<file path="config.mk">
export PLATFORM = sky130hd
export DESIGN_NAME = router_fsm_flat
export DESIGN_NICKNAME = d
export VERILOG_FILES = /design/src/rtl/router_fsm_if.sv /design/src/rtl/router_fsm.sv /design/src/flat_wrapper.sv
export SDC_FILE = /design/constraint.sdc
export NUM_CORES = 1
export LEC_CHECK = 0
export CAP_MARGIN = 15
export CORE_UTILIZATION = 36
export DETAILED_ROUTE_END_ITERATION = 7
export GPL_TIMING_DRIVEN = 1
export PLACE_DENSITY = 0.73
export SYNTH_ARGS = -nofsm -noshare
export SYNTH_HDL_FRONTEND = slang
export SYNTH_SLANG_ARGS = --single-unit
export TNS_END_PERCENT = 100
</file>
<file path="constraint.sdc">
create_clock -name clock -period 1.25 [get_ports clock]
set_input_delay 0.25 -clock clock [delete_from_list [all_inputs] [get_ports clock]]
set_output_delay 0.25 -clock clock [all_outputs]
set_load 0.05 [all_outputs]
</file>
<file path="src/rtl/router_fsm_if.sv">
// router_fsm_if
// Groups the packet-control handshake between the input register stage,
// the output FIFO block and the router control FSM.
//   master : packet source / register stage / FIFO side (drives status,
//            receives control strobes)
//   slave  : router_fsm (receives status, drives Moore control strobes)
// Signals:
//   pkt_valid        source is presenting header/payload (low on parity)
//   data_in[1:0]     destination address bits of the header byte
//   fifo_full        full flag of the currently addressed FIFO
//   fifo_empty_0..2  per-FIFO empty flags
//   soft_reset_0..2  per-FIFO timeout resets
//   parity_done      register stage has captured the parity byte
//   low_pkt_valid    pkt_valid fell while the FSM was stalled
//   busy, detect_add, lfd_state, ld_state, laf_state, full_state,
//   write_enb_reg, rst_int_reg   control outputs of the FSM
interface router_fsm_if;
  logic       pkt_valid;
  logic [1:0] data_in;
  logic       fifo_full;
  logic       fifo_empty_0;
  logic       fifo_empty_1;
  logic       fifo_empty_2;
  logic       soft_reset_0;
  logic       soft_reset_1;
  logic       soft_reset_2;
  logic       parity_done;
  logic       low_pkt_valid;
  logic       busy;
  logic       detect_add;
  logic       lfd_state;
  logic       ld_state;
  logic       laf_state;
  logic       full_state;
  logic       write_enb_reg;
  logic       rst_int_reg;

  modport master (
    output pkt_valid, data_in, fifo_full,
    output fifo_empty_0, fifo_empty_1, fifo_empty_2,
    output soft_reset_0, soft_reset_1, soft_reset_2,
    output parity_done, low_pkt_valid,
    input  busy, detect_add, lfd_state, ld_state, laf_state,
    input  full_state, write_enb_reg, rst_int_reg
  );

  modport slave (
    input  pkt_valid, data_in, fifo_full,
    input  fifo_empty_0, fifo_empty_1, fifo_empty_2,
    input  soft_reset_0, soft_reset_1, soft_reset_2,
    input  parity_done, low_pkt_valid,
    output busy, detect_add, lfd_state, ld_state, laf_state,
    output full_state, write_enb_reg, rst_int_reg
  );
endinterface

</file>
<file path="src/rtl/router_fsm.sv">
// router_fsm
// Packet-level control FSM of the 1x3 router. Decodes the header address,
// sequences header / payload / parity writes into the addressed output FIFO,
// stalls the source while the FIFO is full or still draining, and abandons
// the packet on a per-FIFO soft reset. All outputs are Moore decodes of the
// state register.
// Ports:
//   clock   system clock, rising edge
//   resetn  asynchronous active-low reset
//   bus     router_fsm_if.slave (status inputs, control strobe outputs)
// Parameters:
//   NUM_PORTS  number of destination FIFOs (addresses >= NUM_PORTS dropped)
module router_fsm #(
  parameter int NUM_PORTS = 3
) (
  input  logic         clock,
  input  logic         resetn,
  router_fsm_if.slave  bus
);

  localparam logic [2:0] DECODE_ADDRESS     = 3'd0;
  localparam logic [2:0] LOAD_FIRST_DATA    = 3'd1;
  localparam logic [2:0] LOAD_DATA          = 3'd2;
  localparam logic [2:0] FIFO_FULL_STATE    = 3'd3;
  localparam logic [2:0] LOAD_AFTER_FULL    = 3'd4;
  localparam logic [2:0] LOAD_PARITY        = 3'd5;
  localparam logic [2:0] CHECK_PARITY_ERROR = 3'd6;
  localparam logic [2:0] WAIT_TILL_EMPTY    = 3'd7;

  logic [2:0] state_reg;
  logic [2:0] state_next;
  logic [1:0] addr_q;

  logic [3:0] port_mask;
  logic [3:0] empty_vec;
  logic [3:0] soft_vec;
  logic [1:0] sel_addr;
  logic       addr_valid;
  logic       empty_sel;
  logic       soft_sel;

  // One mask bit per 2-bit address value: set only for existing FIFOs.
  generate
    for (genvar gi = 0; gi < 4; gi++) begin : g_port_mask
      assign port_mask[gi] = (gi < NUM_PORTS) ? 1'b1 : 1'b0;
    end
  endgenerate

  assign empty_vec = {1'b0, bus.fifo_empty_2, bus.fifo_empty_1, bus.fifo_empty_0};
  assign soft_vec  = {1'b0, bus.soft_reset_2, bus.soft_reset_1, bus.soft_reset_0};

  // While decoding, the latched address is not yet valid, so the live
  // header bits select the empty/soft-reset flags instead.
  assign sel_addr   = (state_reg == DECODE_ADDRESS) ? bus.data_in : addr_q;
  assign addr_valid = port_mask[bus.data_in];
  assign empty_sel  = empty_vec[sel_addr] & port_mask[sel_addr];
  assign soft_sel   = soft_vec[sel_addr] & port_mask[sel_addr];

  always_ff @(posedge clock or negedge resetn) begin
    if (!resetn) begin
      state_reg <= DECODE_ADDRESS;
      addr_q    <= 2'd0;
    end else begin
      state_reg <= state_next;
      if (state_reg == DECODE_ADDRESS && bus.pkt_valid) begin
        addr_q <= bus.data_in;
      end
    end
  end

  always_comb begin
    state_next = state_reg;
    case (state_reg)
      DECODE_ADDRESS: begin
        // Invalid addresses fall through and the header is dropped.
        if (bus.pkt_valid && addr_valid) begin
          state_next = empty_sel ? LOAD_FIRST_DATA : WAIT_TILL_EMPTY;
        end
      end
      LOAD_FIRST_DATA: state_next = LOAD_DATA;
      LOAD_DATA: begin
        if (bus.fifo_full) begin
          state_next = FIFO_FULL_STATE;
        end else if (!bus.pkt_valid) begin
          state_next = LOAD_PARITY;
        end
      end
      FIFO_FULL_STATE: begin
        if (!bus.fifo_full) begin
          state_next = LOAD_AFTER_FULL;
        end
      end
      LOAD_AFTER_FULL: begin
        if (bus.parity_done) begin
          state_next = DECODE_ADDRESS;
        end else if (bus.low_pkt_valid) begin
          state_next = LOAD_PARITY;
        end else begin
          state_next = LOAD_DATA;
        end
      end
      LOAD_PARITY: state_next = CHECK_PARITY_ERROR;
      CHECK_PARITY_ERROR: begin
        state_next = bus.fifo_full ? FIFO_FULL_STATE : DECODE_ADDRESS;
      end
      WAIT_TILL_EMPTY: begin
        if (empty_sel) begin
          state_next = LOAD_FIRST_DATA;
        end
      end
      default: state_next = DECODE_ADDRESS;
    endcase

    // A timeout on the addressed FIFO abandons the packet from any state
    // that is already committed to a destination.
    if (state_reg != DECODE_ADDRESS && soft_sel) begin
      state_next = DECODE_ADDRESS;
    end
  end

  assign bus.detect_add    = (state_reg == DECODE_ADDRESS);
  assign bus.lfd_state     = (state_reg == LOAD_FIRST_DATA);
  assign bus.ld_state      = (state_reg == LOAD_DATA);
  assign bus.laf_state     = (state_reg == LOAD_AFTER_FULL);
  assign bus.full_state    = (state_reg == FIFO_FULL_STATE);
  assign bus.rst_int_reg   = (state_reg == CHECK_PARITY_ERROR);
  assign bus.write_enb_reg = (state_reg == LOAD_DATA) ||
                             (state_reg == LOAD_PARITY) ||
                             (state_reg == LOAD_AFTER_FULL);
  // Only decode and steady payload loading can accept a new byte per cycle.
  assign bus.busy          = !((state_reg == DECODE_ADDRESS) ||
                               (state_reg == LOAD_DATA));

endmodule

</file>
<file path="src/flat_wrapper.sv">
// flat-port wrapper written by rule: the top's interface ports become plain ports
module router_fsm_flat 
#(
  parameter int NUM_PORTS = 3
)
  (clock, resetn, bus_pkt_valid, bus_data_in, bus_fifo_full, bus_fifo_empty_0, bus_fifo_empty_1, bus_fifo_empty_2, bus_soft_reset_0, bus_soft_reset_1, bus_soft_reset_2, bus_parity_done, bus_low_pkt_valid, bus_busy, bus_detect_add, bus_lfd_state, bus_ld_state, bus_laf_state, bus_full_state, bus_write_enb_reg, bus_rst_int_reg);
  router_fsm_if bus_i ();
  input  logic clock;
  input  logic resetn;
  input wire logic [$bits(bus_i.pkt_valid)-1:0] bus_pkt_valid;
  input wire logic [$bits(bus_i.data_in)-1:0] bus_data_in;
  input wire logic [$bits(bus_i.fifo_full)-1:0] bus_fifo_full;
  input wire logic [$bits(bus_i.fifo_empty_0)-1:0] bus_fifo_empty_0;
  input wire logic [$bits(bus_i.fifo_empty_1)-1:0] bus_fifo_empty_1;
  input wire logic [$bits(bus_i.fifo_empty_2)-1:0] bus_fifo_empty_2;
  input wire logic [$bits(bus_i.soft_reset_0)-1:0] bus_soft_reset_0;
  input wire logic [$bits(bus_i.soft_reset_1)-1:0] bus_soft_reset_1;
  input wire logic [$bits(bus_i.soft_reset_2)-1:0] bus_soft_reset_2;
  input wire logic [$bits(bus_i.parity_done)-1:0] bus_parity_done;
  input wire logic [$bits(bus_i.low_pkt_valid)-1:0] bus_low_pkt_valid;
  output wire logic [$bits(bus_i.busy)-1:0] bus_busy;
  output wire logic [$bits(bus_i.detect_add)-1:0] bus_detect_add;
  output wire logic [$bits(bus_i.lfd_state)-1:0] bus_lfd_state;
  output wire logic [$bits(bus_i.ld_state)-1:0] bus_ld_state;
  output wire logic [$bits(bus_i.laf_state)-1:0] bus_laf_state;
  output wire logic [$bits(bus_i.full_state)-1:0] bus_full_state;
  output wire logic [$bits(bus_i.write_enb_reg)-1:0] bus_write_enb_reg;
  output wire logic [$bits(bus_i.rst_int_reg)-1:0] bus_rst_int_reg;
  assign bus_i.pkt_valid = bus_pkt_valid;
  assign bus_i.data_in = bus_data_in;
  assign bus_i.fifo_full = bus_fifo_full;
  assign bus_i.fifo_empty_0 = bus_fifo_empty_0;
  assign bus_i.fifo_empty_1 = bus_fifo_empty_1;
  assign bus_i.fifo_empty_2 = bus_fifo_empty_2;
  assign bus_i.soft_reset_0 = bus_soft_reset_0;
  assign bus_i.soft_reset_1 = bus_soft_reset_1;
  assign bus_i.soft_reset_2 = bus_soft_reset_2;
  assign bus_i.parity_done = bus_parity_done;
  assign bus_i.low_pkt_valid = bus_low_pkt_valid;
  assign bus_busy = bus_i.busy;
  assign bus_detect_add = bus_i.detect_add;
  assign bus_lfd_state = bus_i.lfd_state;
  assign bus_ld_state = bus_i.ld_state;
  assign bus_laf_state = bus_i.laf_state;
  assign bus_full_state = bus_i.full_state;
  assign bus_write_enb_reg = bus_i.write_enb_reg;
  assign bus_rst_int_reg = bus_i.rst_int_reg;
  router_fsm #(.NUM_PORTS(NUM_PORTS)) u_core (.clock(clock), .resetn(resetn), .bus(bus_i));
endmodule
</file>
==> results of run 1 <==
report_power, final:
part	internal [uW]	switching (uW)	leakage (uW)
sequential	254	144	0.0000575
clock	121	64.5	0.0000150
combinational	1260	1170	0.000394
worst max-delay path: stages, from the launching register on:
cell and delay, ns:
sky130_fd_sc_hd__dfrtp_2 0.45, sky130_fd_sc_hd__inv_2 0.08, sky130_fd_sc_hd__nand2_2 0.08, sky130_fd_sc_hd__buf_6 0.13, sky130_fd_sc_hd__nor2_4 0.12, sky130_fd_sc_hd__buf_12 0.14
placed cells by master, fill, tap and decap left out, types with 2 or more instances in the layout:
cell / instances
sky130_fd_sc_hd__nand2b_1: 2
sky130_fd_sc_hd__nor2_4: 4
sky130_fd_sc_hd__nor2_1: 3
sky130_fd_sc_hd__mux2_4: 3
sky130_fd_sc_hd__a21oi_1: 3
sky130_fd_sc_hd__dfrtp_2: 3
sky130_fd_sc_hd__inv_2: 3
sky130_fd_sc_hd__clkdlybuf4s50_1: 8
sky130_fd_sc_hd__buf_12: 8
sky130_fd_sc_hd__inv_1: 3
sky130_fd_sc_hd__buf_6: 6
sky130_fd_sc_hd__nand2_4: 3
sky130_fd_sc_hd__clkbuf_4: 3
sky130_fd_sc_hd__dfrtp_1: 2
sky130_fd_sc_hd__dlygate4sd2_1: 5
sky130_fd_sc_hd__o21ai_0: 3
sky130_fd_sc_hd__a31oi_1: 2
sky130_fd_sc_hd__buf_4: 14
cell families (layout without fill, tap and decap cells):
logic type             Yosys count  in the layout  share of synthesized area (%)
and+or+nand+nor                 22             22                           25.7
buffers and inverters            9             51                           11.2
muxes                            5              5                           11.7
DFF                              5              5                           24.9
AOI/OAI and AO/OA               17             17                           26.4
per-stage QoR:
stage          cells  instance area (sq um)
2_1_floorplan     58                    538
3_3_place_gp     105                    918
3_5_place_dp     105                    918
4_1_cts          115                   1050
5_1_grt          115                   1060
6_report         115                   1060
layer usage:
| metal | global-route usage (%) | vias to the layer above | part of all wire, % |
|---|---|---|---|
| met5 | 0 | - | 0 |
| met4 | 12.9 | 0 | 1.6 |
| met3 | 9.09 | 4 | 4.0 |
| met2 | 46.3 | 18 | 55 |
| met1 | 27.5 | 293 | 40 |
| li1 | - | 297 | - |
worst min-delay path by stage:
stage	start	endpoint	slack (ns)
4_1_cts	resetn	u_core.state_reg[0]	0.22
5_1_grt	resetn	u_core.state_reg[0]	0.24
2_1_floorplan	resetn	u_core.addr_q[0]	-0.05
3_5_place_dp	resetn	u_core.addr_q[0]	0.49
3_3_place_gp	resetn	u_core.addr_q[1]	0.48
6_report	resetn	u_core.state_reg[0]	0.23
area by class of cell:
| class | instances | area share [%] |
|---|---|---|
| clock buffers | 4 | 2.49 |
| inverters | 6 | 2.13 |
| multi-input cells | 44 | 38.2 |
| flip-flops and latches | 5 | 12.2 |
| well taps | 15 | 1.78 |
| repair buffers | 41 | 43.2 |
timing repair:
action / CTS / global route
endpoints found under the setup margin: 13 / 13
endpoints found under the hold margin: 0 / 0
buffers inserted: 7 / 1
pin swaps: 8 / 3
hold buffers: 0 / 0
gates resized for setup: 27 / 2
==> metrics.log, run 1 <==
INFO  metric status = complete, but fails checks
INFO  metric maxSlewHeadroom = 78.4%
INFO  metric post_synth_instance_area = 502 sq um
INFO  metric layout-area-overhead-vs-synth = 111%
INFO  metric drv.max_cap_violation_count = 0
INFO  metric netlist-cell-type-count = 30
INFO  metric viasPerCell = 5.32
INFO  metric post-synth-top-area-cell = sky130_fd_sc_hd__dfrtp_1
INFO  metric grt_max_degree = 8
INFO  metric initial_antenna_violation_count = 0
INFO  metric sequential_cell_area = 129 sq um
INFO  metric via_count_of_the_first_global_routing_pass = 630
INFO  metric number_of_cell_instances_on_the_worst_register_to_register_path = 4
INFO  metric synth.area.top_cells = sky130_fd_sc_hd__dfrtp_1 25%, sky130_fd_sc_hd__buf_6 6.7%, sky130_fd_sc_hd__nor2_1 5.2%
INFO  metric detailed_router_iteration_count_before_antenna_repair = 4
INFO  metric die_height = 39.3 um
INFO  metric reg2reg_to = u_core.addr_q[1]
INFO  metric tightest_slew = 0.321 ns
INFO  metric synth-async-reset-ratio = 100%
INFO  metric synth-seq-cells = 5
INFO  metric worst_ep_required_time = 1.00 ns
INFO  metric grt_remaining_overflow = 0
INFO  metric drive_gt1_share = 56.0%
INFO  metric yosys_warnings = 0
INFO  metric p_total = 3010 uW
INFO  metric fin_skew = 0.00129 ns
INFO  metric num_rows = 13
INFO  metric final-hold-violation-count = 0
INFO  metric routed-via-count = 612
INFO  metric startpoint_type = register
INFO  metric power_per_cell_area = 2840 nW/um^2
INFO  metric cts_root_buf = sky130_fd_sc_hd__clkbuf_4
INFO  metric pre_cts_slack = -0.473 ns
INFO  metric ant_nets = 0
INFO  metric critPathMaxFanout = 5
INFO  metric synth_seq_area_share = 24.9%
INFO  metric drc_errors = 0
INFO  metric nFillCells = 87
INFO  metric post-dp-hpwl = 1160 um
INFO  metric synthFlopType = sky130_fd_sc_hd__dfrtp_1
INFO  metric htree_levels = 1
INFO  metric power_leakage = 0.000467 uW
INFO  metric portBuffers = 21
INFO  metric clk_path_buf_depth = 2
INFO  metric holdCritPathClass = primary input to async pin
INFO  metric worst_setup_slack_for_register_to_register_paths = -0.09 ns
INFO  metric timing.hold.ws = 0.227 ns
INFO  metric yosys-top-cells-count = 7 x sky130_fd_sc_hd__nor2_1, 6 x sky130_fd_sc_hd__inv_1, 5 x sky130_fd_sc_hd__dfrtp_1, 4 x sky130_fd_sc_hd__nand2_1
INFO  metric track_usage = 26.3%
INFO  metric dieArea = 1550 sq um
INFO  metric synth_top_area_share = 24.9%
INFO  metric multi_input_area = 404 sq um
INFO  metric cts_num_sinks = 5
INFO  metric grt_setup_unrepaired = true
INFO  metric mappedNetlistNets = 72
INFO  metric fin_nets = 115
INFO  metric worst_ir_drop_vdd = 1.98 mV
INFO  metric yosysMostFrequentCell = sky130_fd_sc_hd__nor2_1
INFO  metric clock_tree_from_tritoncts = done
INFO  metric synthCells = 58
INFO  metric fmax = 0.664 GHz
INFO  metric crit_path_end = bus_full_state
INFO  metric setup_ws = -0.257 ns
INFO  metric place.gp.congestion = 0.868
INFO  metric dieWidth = 39.3 um
INFO  metric violations = setup timing
INFO  metric routedWlPerCell = 14.2 um
INFO  metric rr_startpoint = u_core.state_reg[2]
INFO  metric first_iter_violations = 8
INFO  metric area_of_the_core = 1300 sq um
INFO  metric layout_worst_path_cycle_share = 121%
INFO  metric critPathKind = register to output port
INFO  metric post_synthesis_mean_instance_area = 8.65 sq um
INFO  metric pin_count = 22
INFO  metric numCtsBuffers = 3
INFO  metric initial_utilization = 38.6%
INFO  metric postRouteWirelength = 1640 um
INFO  metric grt_pass1_wl = 2630 um
INFO  metric finalMaxSlewViolations = 0
INFO  metric cts.clk_slew.worst_paths = 0.04 ns
INFO  metric setup_total_negative_slack = -1.91 ns
INFO  metric finalCriticalPeriod = 1.51 ns
INFO  metric crit_start = u_core.state_reg[2]
INFO  metric num_antenna_cells = 0
INFO  metric clk_latency = 0.24 ns
INFO  metric critical_path.endpoint_type = output port
INFO  metric post-route-util = 81.3%
INFO  metric largest_register_ffs = 3
INFO  metric synth_enable_flop_cells = 0
INFO  metric final-setup-viol-count = 13
INFO  metric worstPathArrival = 1.26 ns
No activity file was read; power rests on OpenSTA's default activity.
==> run 2: changes to the inputs <==
- CTS_CLUSTER_DIAMETER: unset -> 150
- SKIP_LAST_GASP: unset -> 1
==> results of run 2 <==
No change in the layout: final DEF, timing and power equal those of run 1.
==> run 3: changes to the inputs <==
- CTS_CLUSTER_DIAMETER: 150 -> unset
- PLACE_DENSITY: 0.73 -> 0.83
==> run 3 against run 2 <==
Effect of this change:
- cell count is 2.6% higher
- the flow still finishes with violations (setup timing)
- critical path type unchanged
- core utilization is 3.2 points higher
- register-to-register slack hardly changed
- largest power group unchanged
- first-iteration DRC count is 130% higher
- fmax hardly changed
- die area stayed put
- routed wire length is 8.6% higher
==> metrics.log, run 3 (synthesis gave the netlist of run 1 again) <==
INFO  metric timing.hold.ws = 0.226 ns
INFO  metric drv.max_cap_violation_count = 0
INFO  metric layout_commonest_cell = sky130_fd_sc_hd__buf_4
INFO  metric cell_internal_pwr = 1710 uW
INFO  metric dieWidth = 39.3 um
INFO  metric cts_hold_repair.buffers = 0
INFO  metric clock_tree_from_tritoncts = done
INFO  metric tightest_slew = 0.220 ns
INFO  metric fin_nets = 118
INFO  metric largest_register_ffs = 3
INFO  metric maxSlewHeadroom = 84.9%
INFO  metric drive_gt1_share = 57.3%
INFO  metric numCtsBuffers = 3
INFO  metric fin_skew = 0.00179 ns
INFO  metric die_height = 39.3 um
INFO  metric htree_levels = 1
INFO  metric initial_antenna_violation_count = 0
INFO  metric p_sw = 1440 uW
INFO  metric dieArea = 1550 sq um
INFO  metric post_placement_cell_area = 933 sq um
INFO  metric via_count_of_the_first_global_routing_pass = 640
INFO  metric clk_latency = 0.25 ns
INFO  metric postRouteWirelength = 1780 um
INFO  metric multi_input_area = 415 sq um
INFO  metric grt_max_degree = 7
INFO  metric fmax = 0.663 GHz
INFO  metric finalCriticalPeriod = 1.51 ns
INFO  metric cts_num_sinks = 5
INFO  metric sequential_cell_area = 129 sq um
INFO  metric cts.clk_slew.worst_paths = 0.05 ns
INFO  metric drc_errors = 0
INFO  metric worst_ep_required_time = 1.00 ns
INFO  metric clk_path_buf_depth = 2
INFO  metric cts_root_buf = sky130_fd_sc_hd__clkbuf_4
INFO  metric final-hold-violation-count = 0
INFO  metric final-setup-viol-count = 13
INFO  metric mostFrequentLayoutCells = 15 x sky130_fd_sc_hd__buf_4, 8 x sky130_fd_sc_hd__clkdlybuf4s50_1, 8 x sky130_fd_sc_hd__buf_12, 8 x sky130_fd_sc_hd__buf_6, 5 x sky130_fd_sc_hd__dlygate4sd2_1
INFO  metric p_total = 3150 uW
INFO  metric nFillCells = 76
INFO  metric first_iter_violations = 18
INFO  metric pre_cts_slack = -0.472 ns
INFO  metric post-dp-hpwl = 1250 um
INFO  metric worst_ir_drop_vdd = 2.25 mV
INFO  metric ant_nets = 0
INFO  metric setup_ws = -0.258 ns
INFO  metric layout_worst_path_cycle_share = 121%
INFO  metric violations = setup timing
INFO  metric worstPathArrival = 1.26 ns
INFO  metric power.combinational.fraction = 80.7%
INFO  metric area_of_the_core = 1300 sq um
INFO  metric design_area = 1100 sq um
INFO  metric pwr-share-clk = 6.3%
INFO  metric holdCritPathClass = primary input to async pin
INFO  metric track_usage = 28.4%
INFO  metric sequentialPowerShare = 13.0%
INFO  metric status = complete, but fails checks
INFO  metric grt_remaining_overflow = 0
INFO  metric critical_path.endpoint_type = output port
INFO  metric layout-area-overhead-vs-synth = 119%
INFO  metric power_per_cell_area = 2870 nW/um^2
INFO  metric netSwitchingFraction = 45.6%
INFO  metric pin_count = 22
INFO  metric num_rows = 13
INFO  metric initial_utilization = 38.6%
INFO  metric routed-via-count = 644
INFO  metric place.gp.congestion = 0.823
INFO  metric grt_pass1_wl = 2770 um
INFO  metric power_leakage = 0.000484 uW
INFO  metric viasPerCell = 5.46
INFO  metric finalMaxSlewViolations = 0
INFO  metric num_antenna_cells = 0
INFO  metric critPathMaxFanout = 4
INFO  metric grt_setup_unrepaired = true
INFO  metric detailed_router_iteration_count_before_antenna_repair = 4
INFO  metric portBuffers = 21
INFO  metric routedWlPerCell = 15.1 um
INFO  metric critPathKind = register to output port
INFO  metric startpoint_type = register
==> run 3: cell count changes in the layout (fill, tap and decap cells not counted) <==
cell / delta
sky130_fd_sc_hd__buf_4: +1
sky130_fd_sc_hd__nor3b_2: -1
sky130_fd_sc_hd__o31ai_2: +1
sky130_fd_sc_hd__nor3b_1: +1
sky130_fd_sc_hd__nand2_4: +1
sky130_fd_sc_hd__a21o_4: +1
sky130_fd_sc_hd__o21ai_1: +1
sky130_fd_sc_hd__buf_6: +2
sky130_fd_sc_hd__o31ai_1: -1
sky130_fd_sc_hd__o21ai_0: -1
sky130_fd_sc_hd__nand2_2: -1
sky130_fd_sc_hd__a21o_2: -1
==> run 3: cell type report <==
class / count / share of cell area (%)
inverter: 6 / 2.05
sequential: 5 / 11.7
tap: 15 / 1.71
clock buffer: 4 / 2.39
timing repair buffer: 44 / 44.3
multi-input combinational: 44 / 37.8
==> run 3: per-stage QoR <==
step,TNS (ns),util [%],instances
2_1_floorplan,-2.39,-,58
3_3_place_gp,-1.71,71.7,107
3_5_place_dp,-1.95,71.7,107
4_1_cts,-1.84,83.1,117
5_1_grt,-2.71,84.4,118
6_report,-2.08,84.4,118
==> run 3: worst paths after layout <==
path                                     startpoint                   to  slack (ns)  depth (start not counted)
worst max-delay path            u_core.state_reg[1]        bus_laf_state       -0.26                          4
worst min-delay path                         resetn     u_core.addr_q[0]        0.23                          1
worst max register to register  u_core.state_reg[0]     u_core.addr_q[0]       -0.09                          4
worst min register to register     u_core.addr_q[0]     u_core.addr_q[0]        0.60                          1
max in group asynchronous                    resetn  u_core.state_reg[1]        0.81                          1
min in group clock                   bus_data_in[0]     u_core.addr_q[0]        0.53                          2
==> run 3: repair_timing <==
action                     in CTS  in global routing
gates resized for setup        30                  4
hold endpoints to repair        0                  0
pin swaps                      11                  5
setup endpoints to repair      13                 13
buffers inserted                7                  2
==> run 3: power groups by stage <==
| stage | registers, uW | clock network [uW] | logic (uW) |
|---|---|---|---|
| 2_1_floorplan | 312 | 0 | 1200 |
| 3_3_place_gp | 373 | 0 | 2020 |
| 4_1_cts | 398 | 202 | 2470 |
| 3_5_place_dp | 378 | 0 | 2060 |
| 5_1_grt | 423 | 221 | 2660 |
| 6_report | 409 | 199 | 2540 |
==> run 3: critical path: stages, from the launching register on <==
cell and delay (ns):
sky130_fd_sc_hd__dfrtp_2 0.45, sky130_fd_sc_hd__buf_4 0.17, sky130_fd_sc_hd__buf_4 0.15, sky130_fd_sc_hd__nor2_4 0.10, sky130_fd_sc_hd__buf_12 0.14
==> run 3: per-layer routing <==
| layer | track usage, % | up-vias | wire length [um] | part of all wire [%] |
|---|---|---|---|---|
| met3 | 7.39 | 10 | 86 | 4.8 |
| met5 | 0 | - | 0 | 0 |
| met4 | 13.8 | 0 | 88 | 4.9 |
| met2 | 55.0 | 32 | 956 | 54 |
| li1 | - | 302 | - | - |
| met1 | 27.0 | 300 | 647 | 36 |
